`config.mk`:
```
export PLATFORM = sky130hd
export DESIGN_NAME = xpsr_ctrl
export DESIGN_NICKNAME = d
export VERILOG_FILES = /design/src/rtl/xpsr_ctrl.sv
export SDC_FILE = /design/constraint.sdc
export NUM_CORES = 1
export LEC_CHECK = 0
export CAP_MARGIN = 15
export CORE_ASPECT_RATIO = 1.75
export CORE_UTILIZATION = 39
export DETAILED_ROUTE_END_ITERATION = 16
export PLACE_DENSITY = 0.86
export SKIP_LAST_GASP = 1
export SYNTH_ARGS = -nofsm -noshare
export SYNTH_HDL_FRONTEND = slang
export SYNTH_SLANG_ARGS = --single-unit
```
`constraint.sdc`:
```
create_clock -name clk -period 4.18 [get_ports clk]
set_clock_uncertainty 0.1 [all_clocks]
set_input_delay 0.836 -clock clk [delete_from_list [all_inputs] [get_ports clk]]
set_output_delay 0.836 -clock clk [all_outputs]
set_load 0.01 [all_outputs]
```
`src/rtl/xpsr_ctrl.sv`:
```
// xpsr_ctrl: fixed-priority write arbiter and sequencer for the xPSR register file.
// Sources: exception entry > exception return > MSR > IT load > ALU flags.
// Optional feature macro: XPSR_CTRL_PREEMPT_EN (exception entry aborts a pending return).
module xpsr_ctrl #(
  parameter int unsigned RET_TIMEOUT = 16
) (
  input  logic        clk,
  input  logic        rst_n,
  input  logic        entry_req,
  input  logic [8:0]  exc_num,
  input  logic        ret_req,
  input  logic        pop_valid,
  input  logic [31:0] pop_data,
  input  logic        msr_req,
  input  logic [31:0] msr_data,
  input  logic        it_req,
  input  logic [7:0]  it_bits,
  input  logic        alu_req,
  input  logic [4:0]  alu_flags,
  input  logic [4:0]  alu_mask,
  output logic [31:0] set_data,
  output logic [4:0]  en_apsr,
  output logic        en_ipsr,
  output logic        en_epsr,
  output logic        entry_ack,
  output logic        ret_ack,
  output logic        msr_ack,
  output logic        it_ack,
  output logic        alu_ack,
  output logic        entry_done,
  output logic        ret_done,
  output logic        ret_err,
  output logic        ret_abort,
  output logic        busy
);

  localparam int unsigned CNT_W = $clog2(RET_TIMEOUT + 1);
  localparam logic [31:0] EPSR_T_ONLY = 32'h0100_0000;

  typedef enum logic [1:0] {IDLE, ENT_IPSR, ENT_EPSR, RET_WAIT} state_t;

  state_t           state;
  logic [CNT_W-1:0] cnt;

  // Only the NZCVQ field of the MSR source reaches the register.
  logic unused_msr;
  assign unused_msr = ^msr_data[26:0];

  // Arbitration, sequencing and registered write/handshake outputs.
  always_ff @(posedge clk or negedge rst_n) begin
    if (!rst_n) begin
      state      <= IDLE;
      cnt        <= '0;
      set_data   <= '0;
      en_apsr    <= '0;
      en_ipsr    <= 1'b0;
      en_epsr    <= 1'b0;
      entry_ack  <= 1'b0;
      ret_ack    <= 1'b0;
      msr_ack    <= 1'b0;
      it_ack     <= 1'b0;
      alu_ack    <= 1'b0;
      entry_done <= 1'b0;
      ret_done   <= 1'b0;
      ret_err    <= 1'b0;
      ret_abort  <= 1'b0;
      busy       <= 1'b0;
    end else begin
      set_data   <= '0;
      en_apsr    <= '0;
      en_ipsr    <= 1'b0;
      en_epsr    <= 1'b0;
      entry_ack  <= 1'b0;
      ret_ack    <= 1'b0;
      msr_ack    <= 1'b0;
      it_ack     <= 1'b0;
      alu_ack    <= 1'b0;
      entry_done <= 1'b0;
      ret_done   <= 1'b0;
      ret_err    <= 1'b0;
      ret_abort  <= 1'b0;
      busy       <= 1'b0;
      case (state)
        // ENT_EPSR is the last entry cycle, so it arbitrates like IDLE.
        IDLE, ENT_EPSR: begin
          state <= IDLE;
          if (entry_req && !entry_ack) begin
            state     <= ENT_IPSR;
            busy      <= 1'b1;
            set_data  <= {23'd0, exc_num};
            en_ipsr   <= 1'b1;
            entry_ack <= 1'b1;
          end else if (ret_req && !ret_ack) begin
            state   <= RET_WAIT;
            busy    <= 1'b1;
            cnt     <= '0;
            ret_ack <= 1'b1;
          end else if (msr_req && !msr_ack) begin
            set_data <= {msr_data[31:27], 27'd0};
            en_apsr  <= 5'b11111;
            msr_ack  <= 1'b1;
          end else if (it_req && !it_ack) begin
            set_data <= {5'd0, it_bits[1:0], 1'b1, 8'd0, it_bits[7:2], 10'd0};
            en_epsr  <= 1'b1;
            it_ack   <= 1'b1;
          end else if (alu_req && !alu_ack) begin
            set_data <= {alu_flags, 27'd0};
            en_apsr  <= alu_mask;
            alu_ack  <= 1'b1;
          end
        end
        // Second entry cycle: set T, clear IT/ICI.
        ENT_IPSR: begin
          state      <= ENT_EPSR;
          busy       <= 1'b1;
          set_data   <= EPSR_T_ONLY;
          en_epsr    <= 1'b1;
          entry_done <= 1'b1;
        end
        RET_WAIT: begin
          busy <= 1'b1;
`ifdef XPSR_CTRL_PREEMPT_EN
          if (entry_req) begin
            state     <= ENT_IPSR;
            ret_abort <= 1'b1;
            set_data  <= {23'd0, exc_num};
            en_ipsr   <= 1'b1;
            entry_ack <= 1'b1;
          end else
`endif
          if (pop_valid) begin
            state    <= IDLE;
            busy     <= 1'b0;
            set_data <= pop_data;
            en_apsr  <= 5'b11111;
            en_ipsr  <= 1'b1;
            en_epsr  <= 1'b1;
            ret_done <= 1'b1;
          end else if (cnt == CNT_W'(RET_TIMEOUT - 1)) begin
            state   <= IDLE;
            busy    <= 1'b0;
            ret_err <= 1'b1;
          end else begin
            cnt <= cnt + CNT_W'(1);
          end
        end
        default: state <= IDLE;
      endcase
    end
  end

endmodule

```
==> flow_summary.ini, run 1 <==
[pwr]
powerDensity_nw_per_um2 = 459
cellLeakagePower_uw = 0.00157
ir_worst_vdd_uv = 223
power_uw = 1630

[floorplanning]
die_area_um2 = 6090
start_util_pct = 40.3
core-area_um2 = 5590
rows = 36
die_w_um = 59.4
pin_count = 148
fp.dieH_um = 103

[synth]
synthCells = 179
synth_area_um2 = 2250
netlist_top_cells_area = dfrtp_1 61%, a22o_1 3.9%, a32o_1 3.6%, o21ai_0 2.9%, and2_1 2.5%
synth_top_area_cell = dfrtp_1
ys_async_sr_fraction_pct = 100
synth_fp_nets = 280
yosysWarnings = 0
synth.distinct_cells = 42
synth-edff-count = 0
ys_seq_area_share_pct = 61.1
syn_area_per_cell_um2 = 12.6
yosysTopAreaCellShare_pct = 61.1
ys_seq_elements = 55
synthFlopType = dfrtp_1

[critical_path]
reg2reg_from = state[0]
crit_buf_inv = 2
cp-start-kind = input port
timing.reg2reg.setup_slack_ns = 2.18
worstPathRequired_ns = 4.33
critPathLaunch = pop_valid
crit_type = in -> reg
crit_family = buffers and inverters
arrival_ns = 2.73
end_kind = register
path_depth = 4
timing.critical_path.fanout_max = 32
endpoint = set_data[1]
reg2regPathDepth = 2
path_cells = clkdlybuf4s50_1 -> nand3_2 -> inv_1 -> a22o_1
cpPeakStageDelay_ns = 0.72
timing.rr.end = set_data[11]
slowest_stage = inv_1

[placement]
port-buffer-count = 119
pre_cts_slack_ns = 1.27
dp_hpwl_um = 4650
dpl-instance-area_um2 = 3470
finalWeightedCongestion = 0.809

[clocking]
clockRootBuffer = clkbuf_8
clkTransAtPathRegs_ns = 0.10
htree_levels = 2
hold_buffers = 0
cts_made_buffers = 5
cts_resized = 0
cts_tree = done
cts_setup_buffers = 0
clock-sinks = 55
clk_path_buf_depth = 2
clk_latency_ns = 0.30

[sta]
fin_crit_sh_pct = 61.7
fin_tns_setup_ns = 0
max_freq_ghz = 0.388
rsz0062_at_grt = no
whs_ns = 0.345
worst_slew_pin_slew_ns = 1.12
fin_ws_ns = 1.60
setup_viol = 0
post-route-min-period_ns = 2.58
finalHoldViolCount = 0
relSlewSlack_pct = 24.8
slew_viol_final = 0

[final_layout]
insertedDiodeCount = 0
layout.nets = 395
drive_gt1_share_pct = 5.76
final_common_cell = clkdlybuf4s50_1
final_area_um2 = 3560
area_growth_pct = 58.2
layout_common_cells = 118 x clkdlybuf4s50_1, 55 x dfrtp_1, 13 x o21ai_0

[global_route]
track_usage_pct = 19.9
grt_pass1_vias = 1821
overflow = 0
antenna_found_initial = 0
grt_max_degree = 38
grt_pass1_wl_um = 8980

[run]
drv_cap = 0

[routing]
avgViaCountPerCell = 5.15
ant_nets = 0
wl_um = 6130
drc = 0
first_iter_violations = 76
first_pass_iters = 4
via_count = 1911
wl_per_cell_um = 16.5

[hold_path]
hp-class = in -> async

[status]
status = completed
==> worst min-delay path by stage <==
| stage | to | from | slack, ns | depth (start not counted) |
|---|---|---|---|---|
| after floorplan | cnt[2] | cnt[2] | 0.35 | 1 |
| after global placement | cnt[2] | cnt[2] | 0.38 | 1 |
| after detailed placement | cnt[2] | cnt[2] | 0.41 | 1 |
| after CTS | set_data[18] | rst_n | 0.35 | 1 |
| after global routing | set_data[18] | rst_n | 0.38 | 1 |
| final | set_data[27] | rst_n | 0.34 | 1 |
==> registers in the layout, summed over array words and instances (netlist names) <==
signal      flops
alu_ack         1
busy            1
ret_done        1
en_apsr         5
it_ack          1
msr_ack         1
en_ipsr         1
ret_err         1
ret_ack         1
entry_done      1
state           2
set_data       32
en_epsr         1
entry_ack       1
cnt             5
==> power by group <==
| group | leakage, uW | internal [uW] | switching, uW | total, uW |
|---|---|---|---|---|
| clock network | 0.0000485 | 120 | 175 | 296 |
| logic | 0.000783 | 347 | 261 | 608 |
| registers | 0.000736 | 655 | 75.4 | 730 |
==> kinds of logic after synthesis <==
| group | Yosys count | share of synthesized area, % |
|---|---|---|
| compound gates | 50 | 16.7 |
| fa+ha+maj | 2 | 1.11 |
| buf+inv | 14 | 3.45 |
| flops | 55 | 61.1 |
| mux | 2 | 0.889 |
| other cells | 1 | 0.167 |
| simple gates | 55 | 16.6 |
==> cells in the mapped netlist, drive strengths merged (2+ instances only) <==
master and n:
buf 10, a21oi 2, nand2 8, nand2b 4, a21o 2, and2 9
a22o 10, nor2 4, a31oi 5, or3 3, nand3 2, inv 2
nor3b 3, dfrtp 55, ha 2, and3b 5, o21ai 13, mux2i 2
o2bb2ai 2, a32o 8, clkbuf 2, nor2b 5, nand4 2, and3 2
a41oi 5, nor3 2
==> per-stage QoR <==
stage / std cells / utilization, %
after global routing: 371 / 63.8
final: 371 / 63.8
after global placement: 363 / 62.1
after floorplan: 179 / -
after CTS: 371 / 63.8
after detailed placement: 363 / 62.1
==> layer usage <==
layer | vias up | track usage [%] | share of wire (%)
li1 | 884 | - | -
met1 | 950 | 21.0 | 35
met2 | 68 | 38.4 | 58
met3 | 9 | 2.63 | 4.6
met4 | 0 | 7.51 | 2.3
met5 | - | 0 | 0
==> final cells by class <==
| type | count | area, um^2 |
|---|---|---|
| Tap cell | 76 | 95.1 |
| Timing Repair Buffer | 120 | 1190 |
| Fill cell | 465 | 2020 |
| Multi-Input combinational cell | 110 | 797 |
| Clock buffer | 5 | 68.8 |
| Sequential cell | 55 | 1380 |
| Clock inverter | 3 | 22.5 |
| Inverter | 2 | 7.51 |
No activity file was read; power rests on OpenSTA's default activity.
==> inputs of run 2 (changes only) <==
CORE_UTILIZATION = 32   (was 39)
PLACE_DENSITY = 0.76   (was 0.86)
clock period = 2.1 ns   (was 4.18 ns; I/O delays follow)
==> run 2 against run 1 <==
Net effect: combinational power increased by 110%; die area increased by 21%; clock power increased to 2.6 times the previous value.
==> flow_summary.ini, run 2 (synthesis results as in run 1) <==
[clocking]
cts_made_buffers = 5
hold_buffers = 0
clk_path_buf_depth = 2
clockRootBuffer = clkbuf_16
cts_setup_buffers = 0
clk_latency_ns = 0.29
cts_resized = 0
cts_tree = done
clkTransAtPathRegs_ns = 0.06
htree_levels = 2
clock-sinks = 55

[pwr]
internal_power_uw = 2500
power_frac_comb_pct = 37.2
switching_share_pct = 28.9
p_switching_uw = 1010
powerDensity_nw_per_um2 = 944
ir_worst_vdd_uv = 335
clockPowerShare_pct = 22.3
cellLeakagePower_uw = 0.00164
seq_power_share_pct = 40.6

[sta]
rsz0062_at_grt = no
post-route-min-period_ns = 1.87
max_freq_ghz = 0.535
finalHoldViolCount = 0
fin_tns_setup_ns = 0
slew_viol_final = 0
setup_viol = 0
whs_ns = 0.0178
fin_crit_sh_pct = 89.1
worst_slew_pin_slew_ns = 0.714
relSlewSlack_pct = 52.3

[placement]
port-buffer-count = 119
finalWeightedCongestion = 0.811
dpl-instance-area_um2 = 3580
dp_hpwl_um = 4460

[final_layout]
fill_cells = 617
layout.nets = 405
final_common_cell = clkdlybuf4s50_1
drive_gt1_share_pct = 8.20
layout_common_cells = 118 x clkdlybuf4s50_1, 55 x dfrtp_1, 13 x o21ai_0
insertedDiodeCount = 0
largest_registers = set_data x32, cnt x5, en_apsr x5
area_growth_pct = 65.1
largest_reg_flops = 32
regMostFlops = set_data
final_area_um2 = 3720

[global_route]
grt_pass1_wl_um = 9070
antenna_found_initial = 0
grt_pass1_vias = 1908
grt_max_degree = 56
track_usage_pct = 16.2
overflow = 0

[hold_path]
hp-class = in -> async

[status]
status = completed

[routing]
wl_per_cell_um = 14.9
first_iter_violations = 110
avgViaCountPerCell = 4.87
ant_nets = 0
first_pass_iters = 4
wl_um = 5790
via_count = 1895
drc = 0

[floorplanning]
core-area_um2 = 6860
die_w_um = 65.4
die_area_um2 = 7390
fp.dieH_um = 113
rows = 40
pin_count = 148
start_util_pct = 32.8

[critical_path]
timing.critical_path.fanout_max = 5
path_cells = ha_1 -> and3_1 -> ha_1 -> and4bb_1 -> nand4_1 -> mux2i_1
arrival_ns = 1.94
end_kind = register
cp-start-kind = register
crit_type = reg -> reg
cpPeakStageDelay_ns = 0.43
cpMostUsedCell = ha_1
slowest_stage = dfrtp_1
worstPathRequired_ns = 2.17

[run]
drv_cap = 0
## run 2: metal layers
| metal | vias up | routed length (um) | share of wire (%) | track usage (%) |
|---|---|---|---|---|
| li1 | 905 | - | - | - |
| met1 | 904 | 2010 | 35 | 15.7 |
| met2 | 72 | 3320 | 57 | 31.1 |
| met4 | 0 | 195 | 3.4 | 8.99 |
| met5 | - | 0 | 0 | 0 |
| met3 | 14 | 267 | 4.6 | 2.42 |
## run 2: power groups by stage
| stage | sequential, uW | combinational, uW | clock, uW |
|---|---|---|---|
| 4_1_cts | 1430 | 1320 | 809 |
| 3_5_place_dp | 1450 | 1320 | 0 |
| 3_3_place_gp | 1440 | 1290 | 0 |
| 6_report | 1420 | 1300 | 782 |
| 2_1_floorplan | 1560 | 469 | 0 |
| 5_1_grt | 1450 | 1420 | 854 |
## run 2: critical path: cells and delay by family (launching register included)
kind,cells,cell delay (ns)
adder cells (fa/ha/maj),2,0.42
flip-flops,1,0.43
multiplexers,1,0.14
AND/OR/NAND/NOR,3,0.67
## run 2: path summary, 6_finish.rpt
check | startpoint | end | slack, ns | cells after the start
worst min-delay path | rst_n | cnt[1] | 0.02 | 2
worst min register to register | cnt[2] | cnt[2] | 0.41 | 1
worst max-delay path | cnt[0] | cnt[3] | 0.23 | 6
min in group clk | cnt[2] | cnt[2] | 0.41 | 1
max in group asynchronous | rst_n | set_data[28] | 1.62 | 2
worst max register to register | cnt[0] | cnt[3] | 0.23 | 6
## run 2: final cells by class
cell class | count | area (um^2) | share of cell area (%)
inverters | 2 | 7.51 | 0.202
clock inverters | 1 | 5.00 | 0.135
clock buffers | 7 | 133 | 3.57
well taps | 84 | 105 | 2.83
multi-input cells | 110 | 797 | 21.4
flip-flops and latches | 55 | 1380 | 37.0
repair buffers | 130 | 1290 | 34.8
## run 2: per-stage QoR
| step | total power, uW | util, % | instances | worst slack, ns |
|---|---|---|---|---|
| finish | 3510 | 54.2 | 389 | 0.229 |
| global route | 3720 | 54.2 | 389 | 0.116 |
| CTS | 3560 | 54.2 | 389 | 0.220 |
| detailed placement | 2760 | 52.2 | 381 | 0.132 |
| global placement | 2730 | 52.2 | 381 | 0.138 |
| floorplan | 2030 | - | 179 | 0.310 |
==> inputs of run 3 (changes only) <==
ABC_CLOCK_PERIOD_IN_PS = 2100   (was default)
==> results of run 3 <==
Final layout, timing and power as in run 2 (identical DEF).
